### config.mk
export PLATFORM = sky130hd
export DESIGN_NAME = vga_sincronismo
export DESIGN_NICKNAME = d
export VERILOG_FILES = /design/src/rtl/vga_sincronismo.sv
export SDC_FILE = /design/constraint.sdc
export NUM_CORES = 1
export LEC_CHECK = 0
export CORE_ASPECT_RATIO = 1.25
export CORE_MARGIN = 2
export CORE_UTILIZATION = 51
export DETAILED_ROUTE_END_ITERATION = 7
export GPL_TIMING_DRIVEN = 0
export HOLD_SLACK_MARGIN = 0.02
export PLACE_DENSITY = 0.76
export SYNTH_ARGS = -nofsm -noshare
export SYNTH_HDL_FRONTEND = slang
export SYNTH_SLANG_ARGS = --single-unit
### constraint.sdc
create_clock -name clk -period 3.3 [get_ports clk]
set_input_delay 0.825 -clock clk [delete_from_list [all_inputs] [get_ports clk]]
set_output_delay 0.825 -clock clk [all_outputs]
set_load 0.03 [all_outputs]
### src/rtl/vga_sincronismo.sv
// -----------------------------------------------------------------------------
// vga_sincronismo
//
// VGA timing generator (640x480@60 Hz with the default parameters).
//
// The generator runs on the board clock. An internal divider produces a
// pixel-rate enable, so every downstream renderer stays in the same clock
// domain and only acts on clocks where pix_tick is high.
//
// Ports:
//   clk          in   board clock; all state changes on the rising edge
//   rst_n        in   asynchronous, active-low reset
//   pix_tick     out  pixel enable, high for one clk in every CLK_DIV
//   frame_start  out  one-clk pulse on the last clk of pixel (0,0)
//   coluna       out  horizontal pixel counter, 0..H_TOTAL-1
//   linha        out  vertical line counter, 0..V_TOTAL-1
//   areaAtiva    out  high inside the visible window
//   hsync        out  horizontal sync, active level = SYNC_POL
//   vsync        out  vertical sync, active level = SYNC_POL
//
// H_TOTAL and V_TOTAL must not exceed 1024 (10-bit counters).
// -----------------------------------------------------------------------------
module vga_sincronismo #(
  parameter int CLK_DIV   = 2,
  parameter int H_VISIVEL = 640,
  parameter int H_FP      = 16,
  parameter int H_SYNC    = 96,
  parameter int H_BP      = 48,
  parameter int V_VISIVEL = 480,
  parameter int V_FP      = 10,
  parameter int V_SYNC    = 2,
  parameter int V_BP      = 33,
  parameter bit SYNC_POL  = 1'b0
) (
  input  logic       clk,
  input  logic       rst_n,
  output logic       pix_tick,
  output logic       frame_start,
  output logic [9:0] coluna,
  output logic [9:0] linha,
  output logic       areaAtiva,
  output logic       hsync,
  output logic       vsync
);

  localparam int H_TOTAL = H_VISIVEL + H_FP + H_SYNC + H_BP;
  localparam int V_TOTAL = V_VISIVEL + V_FP + V_SYNC + V_BP;

  // Divider width; a 1-bit counter that never leaves 0 when CLK_DIV is 1.
  localparam int DW = (CLK_DIV > 1) ? $clog2(CLK_DIV) : 1;

  localparam logic [DW-1:0] D_LAST   = DW'(CLK_DIV - 1);
  localparam logic [9:0]    H_LAST   = 10'(H_TOTAL - 1);
  localparam logic [9:0]    V_LAST   = 10'(V_TOTAL - 1);
  localparam logic [9:0]    H_VIS    = 10'(H_VISIVEL);
  localparam logic [9:0]    V_VIS    = 10'(V_VISIVEL);
  localparam logic [9:0]    HS_START = 10'(H_VISIVEL + H_FP);
  localparam logic [9:0]    HS_END   = 10'(H_VISIVEL + H_FP + H_SYNC);
  localparam logic [9:0]    VS_START = 10'(V_VISIVEL + V_FP);
  localparam logic [9:0]    VS_END   = 10'(V_VISIVEL + V_FP + V_SYNC);

  logic [DW-1:0] div_q, div_d;
  logic [9:0]    coluna_q, coluna_d;
  logic [9:0]    linha_q, linha_d;
  logic          area_q, area_d;
  logic          hsync_q, hsync_d;
  logic          vsync_q, vsync_d;
  logic          tick;

  // Decoded from the registered divider. With CLK_DIV=1 the divider is
  // stuck at its terminal value, so the enable is permanently high.
  assign tick = (div_q == D_LAST);

  // ---------------------------------------------------------------------------
  // Next-state logic
  // ---------------------------------------------------------------------------
  always_comb begin
    div_d    = (div_q == D_LAST) ? '0 : div_q + DW'(1);
    coluna_d = coluna_q;
    linha_d  = linha_q;

    if (tick) begin
      if (coluna_q == H_LAST) begin
        coluna_d = '0;
        linha_d  = (linha_q == V_LAST) ? '0 : linha_q + 10'd1;
      end else begin
        coluna_d = coluna_q + 10'd1;
      end
    end

    // Decoded from the next-state counters so that the flags are registered
    // on the same edge as the coordinates: no skew between the tuple fields.
    area_d  = (coluna_d < H_VIS) && (linha_d < V_VIS);
    hsync_d = ((coluna_d >= HS_START) && (coluna_d < HS_END)) ? SYNC_POL : ~SYNC_POL;
    vsync_d = ((linha_d  >= VS_START) && (linha_d  < VS_END)) ? SYNC_POL : ~SYNC_POL;
  end

  // ---------------------------------------------------------------------------
  // State registers. Reset parks the counters on the last blanking pixel of a
  // frame, so the first pixel tick after release lands on (0,0).
  // ---------------------------------------------------------------------------
  always_ff @(posedge clk or negedge rst_n) begin
    if (!rst_n) begin
      div_q    <= '0;
      coluna_q <= H_LAST;
      linha_q  <= V_LAST;
      area_q   <= 1'b0;
      hsync_q  <= ~SYNC_POL;
      vsync_q  <= ~SYNC_POL;
    end else begin
      div_q    <= div_d;
      coluna_q <= coluna_d;
      linha_q  <= linha_d;
      area_q   <= area_d;
      hsync_q  <= hsync_d;
      vsync_q  <= vsync_d;
    end
  end

  // ---------------------------------------------------------------------------
  // Outputs
  // ---------------------------------------------------------------------------
  assign pix_tick    = tick;
  assign frame_start = tick && (coluna_q == 10'd0) && (linha_q == 10'd0);
  assign coluna      = coluna_q;
  assign linha       = linha_q;
  assign areaAtiva   = area_q;
  assign hsync       = hsync_q;
  assign vsync       = vsync_q;

endmodule
==> metrics, run 1 <==
Post-Layout Cell Count 211; vias in the first global route 1254; Compound-Gate Fraction of Synth Area 9.75%; total number of vias 1256; Ports 27; fin. max-slew vios 0; Worst setup EP type output pin; worst setup path end frame_start; crit path launch type register; CTS tree done; FF-to-FF Start coluna[0]; Max Cap Violations 0; commonest cells in the netlist nor2_1, dfrtp_1, dfstp_2; setup TNS 0 ns; # H-tree levels 1; count of different cell masters after synthesis 44; fin crit period 3.00 ns; most common cell in the netlist nor2_1; fraction of final layout cells with drive strength greater than 1 20.9%; P&R area growth vs syn 22.2%; Post-Syn Instances 148; worst reg2reg endpoint vsync; pre-CTS WS 0.338 ns; Cell Rows 21; worst slew pin tran 1.06 ns; register area share after synthesis 42.1%; Clock Tree Buf Depth 2; Wirelength per Cell 15.3 um; grt ovf 0; type of the tightest min-delay check register to register; Synth area leaders dfstp_2, dfrtp_1, xnor2_1, ha_1, nor2_1; ys async rst share 100%; RSZ-0062 raised after global routing false; R2R depth 8; Slew HR 29.4%; worst-skew pair later-pin latency 0.31 ns; Synth area leader dfstp_2; placed insts 208; largest net degree at the start of global routing 25; crit-path max FO 4; post-CTS setup buffer count 0; drt drc 0; YS warnings 0; final instance area 1790 um^2; CP required 2.47 ns; number of antenna violations at the first check in global routing 0; Pwr Density 240 nW/um^2; Post-synth EDFFs 0; Detail Route Antenna Nets 0; cts hold-fix bufs 0; Synth Area in XOR/XNOR 6.59%; Initial DRT Pass Iterations 4; die area 3320 um^2; kind of critical path register to output pin; hpwl dp 2340 um; Fin. Hold Viols 0; clock slew seen by the registers of the worst setup and hold paths 0.13 ns; Yosys reg bits 24; P_leak 0.732 nW; post-layout net count 185; effective utilization at floorplan 54.0%; worst ir drop on vdd 0.000221 V; Die W 51.9 um; most frequently used flop master after synthesis dfstp_2; gpl congestion 0.861; adder-cell share of the synthesized area 3.42%; GRT Resource Usage Total 21.5%; routed vias/inst 5.95; antenna fix cells 0; worst setup path startpoint linha[0]; core area 2710 um^2; post_cts resized 1; period utilization 90.8%; Vert. Die Dim 63.9 um; Clock Skews 0.00261 ns; first-pass GRT wire length 5470 um; Max Clk Rate 334 MHz; Num CTS Buffers 3; port bufs 26; setup ws final 0.303 ns; Util after Layout 66.0%; Worst Path Arrival 2.17 ns; flop-to-flop setup slack 0.67 ns; status finished clean; Post-DP Area 1770 um^2; post-synthesis cell area 1460 um^2; Synth Area in Simple Gates 29.3%; mean post-synth cell area 9.88 um^2; final setup vio count 0; CTS root buf clkbuf_4; clock sinks 24; Syn Nets 154; DRT Wirelength 3240 um; DRT iter0 DRCs 34; share of the synthesized area in the top cell type 21.6%; largest family of logic cells by synthesized area simple AND/OR/NAND/NOR gates; multiplexer share of the synthesized area 1.45%
[stage by stage]
| stage | hold WS [ns] | total power (W) |
|---|---|---|
| 5_1_grt | 0.593 | 0.000444 |
| 3_3_place_gp | 0.526 | 0.000307 |
| 2_1_floorplan | 0.529 | 0.000300 |
| 4_1_cts | 0.565 | 0.000436 |
| 3_5_place_dp | 0.542 | 0.000307 |
| 6_report | 0.556 | 0.000428 |
[worst max-delay path, stage by stage, from the launching register on]
cell           delay, ns
dfrtp_1             0.43
inv_1               0.10
ha_1                0.14
or4b_4              0.48
nor4_1              0.29
dlygate4sd2_1       0.43
[worst min path at each step]
stage	startpoint	end	slack (ns)	depth (start not counted)
after floorplan	rst_n	areaAtiva	0.53	0
after global placement	coluna[2]	coluna[2]	0.53	1
after detailed placement	coluna[2]	coluna[2]	0.54	1
after CTS	coluna[2]	coluna[2]	0.56	1
after global routing	coluna[0]	coluna[0]	0.59	2
final	coluna[2]	coluna[2]	0.56	1
[registers in the layout, summed over array words and instances, names as in the netlist]
| name | count |
|---|---|
| coluna | 10 |
| linha | 10 |
| areaAtiva | 1 |
| hsync | 1 |
| pix_tick | 1 |
| vsync | 1 |
[cells in the final DEF, fill, tap and decap left out, types with 2 or more instances in the layout]
master / Yosys / routed
buf_4: 3 / 3
inv_1: 7 / 7
clkbuf_4: 0 / 3
nand4_1: 6 / 6
dfrtp_1: 12 / 12
ha_1: 4 / 4
clkdlybuf4s50_1: 0 / 25
or4_1: 2 / 2
a31oi_1: 2 / 2
a21oi_1: 4 / 4
nand2b_2: 2 / 2
o21ai_0: 9 / 9
xor2_1: 3 / 3
and3_1: 6 / 6
xnor2_1: 8 / 8
nor4_1: 4 / 4
buf_6: 4 / 4
nand3_1: 4 / 4
nor2_1: 13 / 13
nand4b_1: 4 / 4
nor3_1: 4 / 4
a21o_1: 2 / 2
dfstp_2: 12 / 12
nand2_1: 11 / 11
[layer usage]
layer	GRT usage [%]	vias up	wire, um
li1	-	590	-
met1	25.6	617	1340
met2	37.5	43	1710
met3	2.10	6	130
met4	10.9	0	57
met5	0	-	0
[power breakdown]
| part | leakage, nW | switching (W) | internal [W] | total (W) |
|---|---|---|---|---|
| clock network | 0.0138 | 0.0000842 | 0.0000427 | 0.000127 |
| logic | 0.435 | 0.00000544 | 0.00000104 | 0.00000648 |
| registers | 0.283 | 0 | 0.000295 | 0.000295 |
[layout make-up]
class | instances | area [um^2]
inverter | 7 | 26.3
buffer | 10 | 81.3
tap | 34 | 42.5
sequential | 24 | 616
multi-input combinational | 107 | 739
fill | 216 | 920
timing repair buffer | 26 | 259
clock buffer | 3 | 22.5
[kinds of logic (layout without fill, tap and decap cells)]
logic type / Yosys count / after routing
AND/OR/NAND/NOR: 67 / 67
adder cells (fa/ha/maj): 4 / 4
multiplexers: 2 / 2
AO/OA/AOI/OAI: 23 / 23
flip-flops: 24 / 24
XOR/XNOR: 11 / 11
buffers and inverters: 17 / 46
Note: power is estimated with default switching activity, not from simulation.
==> run 2, diff against run 1 <==
- HOLD_SLACK_MARGIN: 0.02 -> 0.03
- SKIP_CTS_REPAIR_TIMING: default -> 1
==> run 2 against run 1 <==
Net effect: worst hold slack unchanged; clock power about the same; clock skew unchanged; clock-buffer cell count unchanged; sequential power about the same; cell area up 0.21%; wire length about the same; critical path depth unchanged; largest cell class unchanged; largest power group unchanged.
==> metrics, run 2 (synthesized netlist as in run 1, its figures left out) <==
Detail Route Antenna Nets 0; Max Clk Rate 345 MHz; Cell Rows 21; Post-Layout Cell Count 211; crit path launch type register; total number of vias 1256; grt ovf 0; WL met2 1710 um; hpwl dp 2340 um; DRT iter0 DRCs 35; port bufs 26; crit-path max FO 4; worst ir drop on vdd 0.000221 V; largest net degree at the start of global routing 25; gpl congestion 0.861; first-pass GRT wire length 5460 um; Clock Tree Buf Depth 2; Layout fillers 216; clock slew seen by the registers of the worst setup and hold paths 0.13 ns; leading cell type in the layout, fill and taps excluded clkdlybuf4s50_1; effective utilization at floorplan 54.0%; core area 2710 um^2; Max Cap Violations 0; status finished clean; CP required 2.47 ns; Power, Total 0.000428 W; Pwr Density 239 nW/um^2; Worst setup EP type output pin; type of the tightest min-delay check register to register; Clock Skews 0.00261 ns; final setup vio count 0; Slew HR 29.4%; period utilization 87.7%; # H-tree levels 1; Ports 27; CTS root buf clkbuf_4; fraction of final layout cells with drive strength greater than 1 20.9%; fin. max-slew vios 0; P_leak 0.746 nW; M1 WL 1340 um; P&R area growth vs syn 22.4%; DR WL met3 130 um; fin crit period 2.89 ns; Vert. Die Dim 63.9 um; die area 3320 um^2; GRT Resource Usage Total 21.5%; Num CTS Buffers 3; DRT Wirelength 3240 um; vias in the first global route 1254; RSZ-0062 raised after global routing false; Fin. Hold Viols 0; Die W 51.9 um; CTS tree done; worst-skew pair later-pin latency 0.31 ns; most frequent cells in the layout clkdlybuf4s50_1, nor2_1, dfrtp_1, dfstp_2, nand2_1; routed vias/inst 5.95; Worst Path Arrival 2.07 ns; placed insts 208; kind of critical path register to output pin; clock sinks 24; Wirelength per Cell 15.3 um; Initial DRT Pass Iterations 4; post-layout net count 185; top routing layer used met4; antenna fix cells 0; drt drc 0; worst slew pin tran 1.06 ns; number of antenna violations at the first check in global routing 0
==> run 2: changes by cell type in the layout (fill, tap and decap cells not counted), sizes merged <==
cell          change
dlymetal6s2s      +1
dlygate4sd2       -1
==> run 2: worst max-delay path, stage by stage, from the launching register on <==
cell and delay (ns):
dfrtp_1 0.43, inv_1 0.10, ha_1 0.14, or4b_4 0.48, nor4_1 0.29, dlymetal6s2s_1 0.33
==> run 2: through the flow <==
| stage | setup WS [ns] | TNS [ns] | cell area, um^2 | utilization (%) | hold slack, ns |
|---|---|---|---|---|---|
| floorplan | 0.272 | 0 | 1460 | - | 0.529 |
| global placement | 0.336 | 0 | 1770 | 65.2 | 0.526 |
| detailed placement | 0.338 | 0 | 1770 | 65.2 | 0.542 |
| CTS | -0.0253 | -0.0253 | 1790 | 66.1 | 0.565 |
| global route | 0.280 | 0 | 1790 | 66.2 | 0.593 |
| finish | 0.406 | 0 | 1790 | 66.2 | 0.556 |
==> run 2: power breakdown <==
| part | switching (W) | total, W | internal (W) |
|---|---|---|---|
| clock network | 0.0000842 | 0.000127 | 0.0000427 |
| logic | 0.00000544 | 0.00000648 | 0.00000104 |
| registers | 0 | 0.000295 | 0.000295 |
| total | 0.0000896 | 0.000428 | 0.000339 |
==> run 2: area by class of cell <==
type                            count  area [um^2]  area share (%)
Timing Repair Buffer               26          263            14.7
Sequential cell                    24          616            34.4
Multi-Input combinational cell    107          739            41.3
Clock buffer                        3         22.5            1.26
Inverter                            7         26.3            1.47
Buffer                             10         81.3            4.54
Tap cell                           34         42.5            2.38
==> run 2: final timing paths <==
path	start	endpoint	slack, ns	cells after the start
max	linha[0]	frame_start	0.41	5
min	coluna[2]	coluna[2]	0.56	1
max reg2reg	coluna[0]	vsync	0.67	8
min reg2reg	coluna[2]	coluna[2]	0.56	1
max in group asynchronous	rst_n	coluna[7]	1.60	1
min in group asynchronous	rst_n	linha[6]	1.08	1
==> run 2: routing by layer <==
metal	global-route usage, %	vias up
li1	-	590
met1	25.6	617
met2	37.3	43
met3	2.10	6
met4	10.9	0
met5	0	-
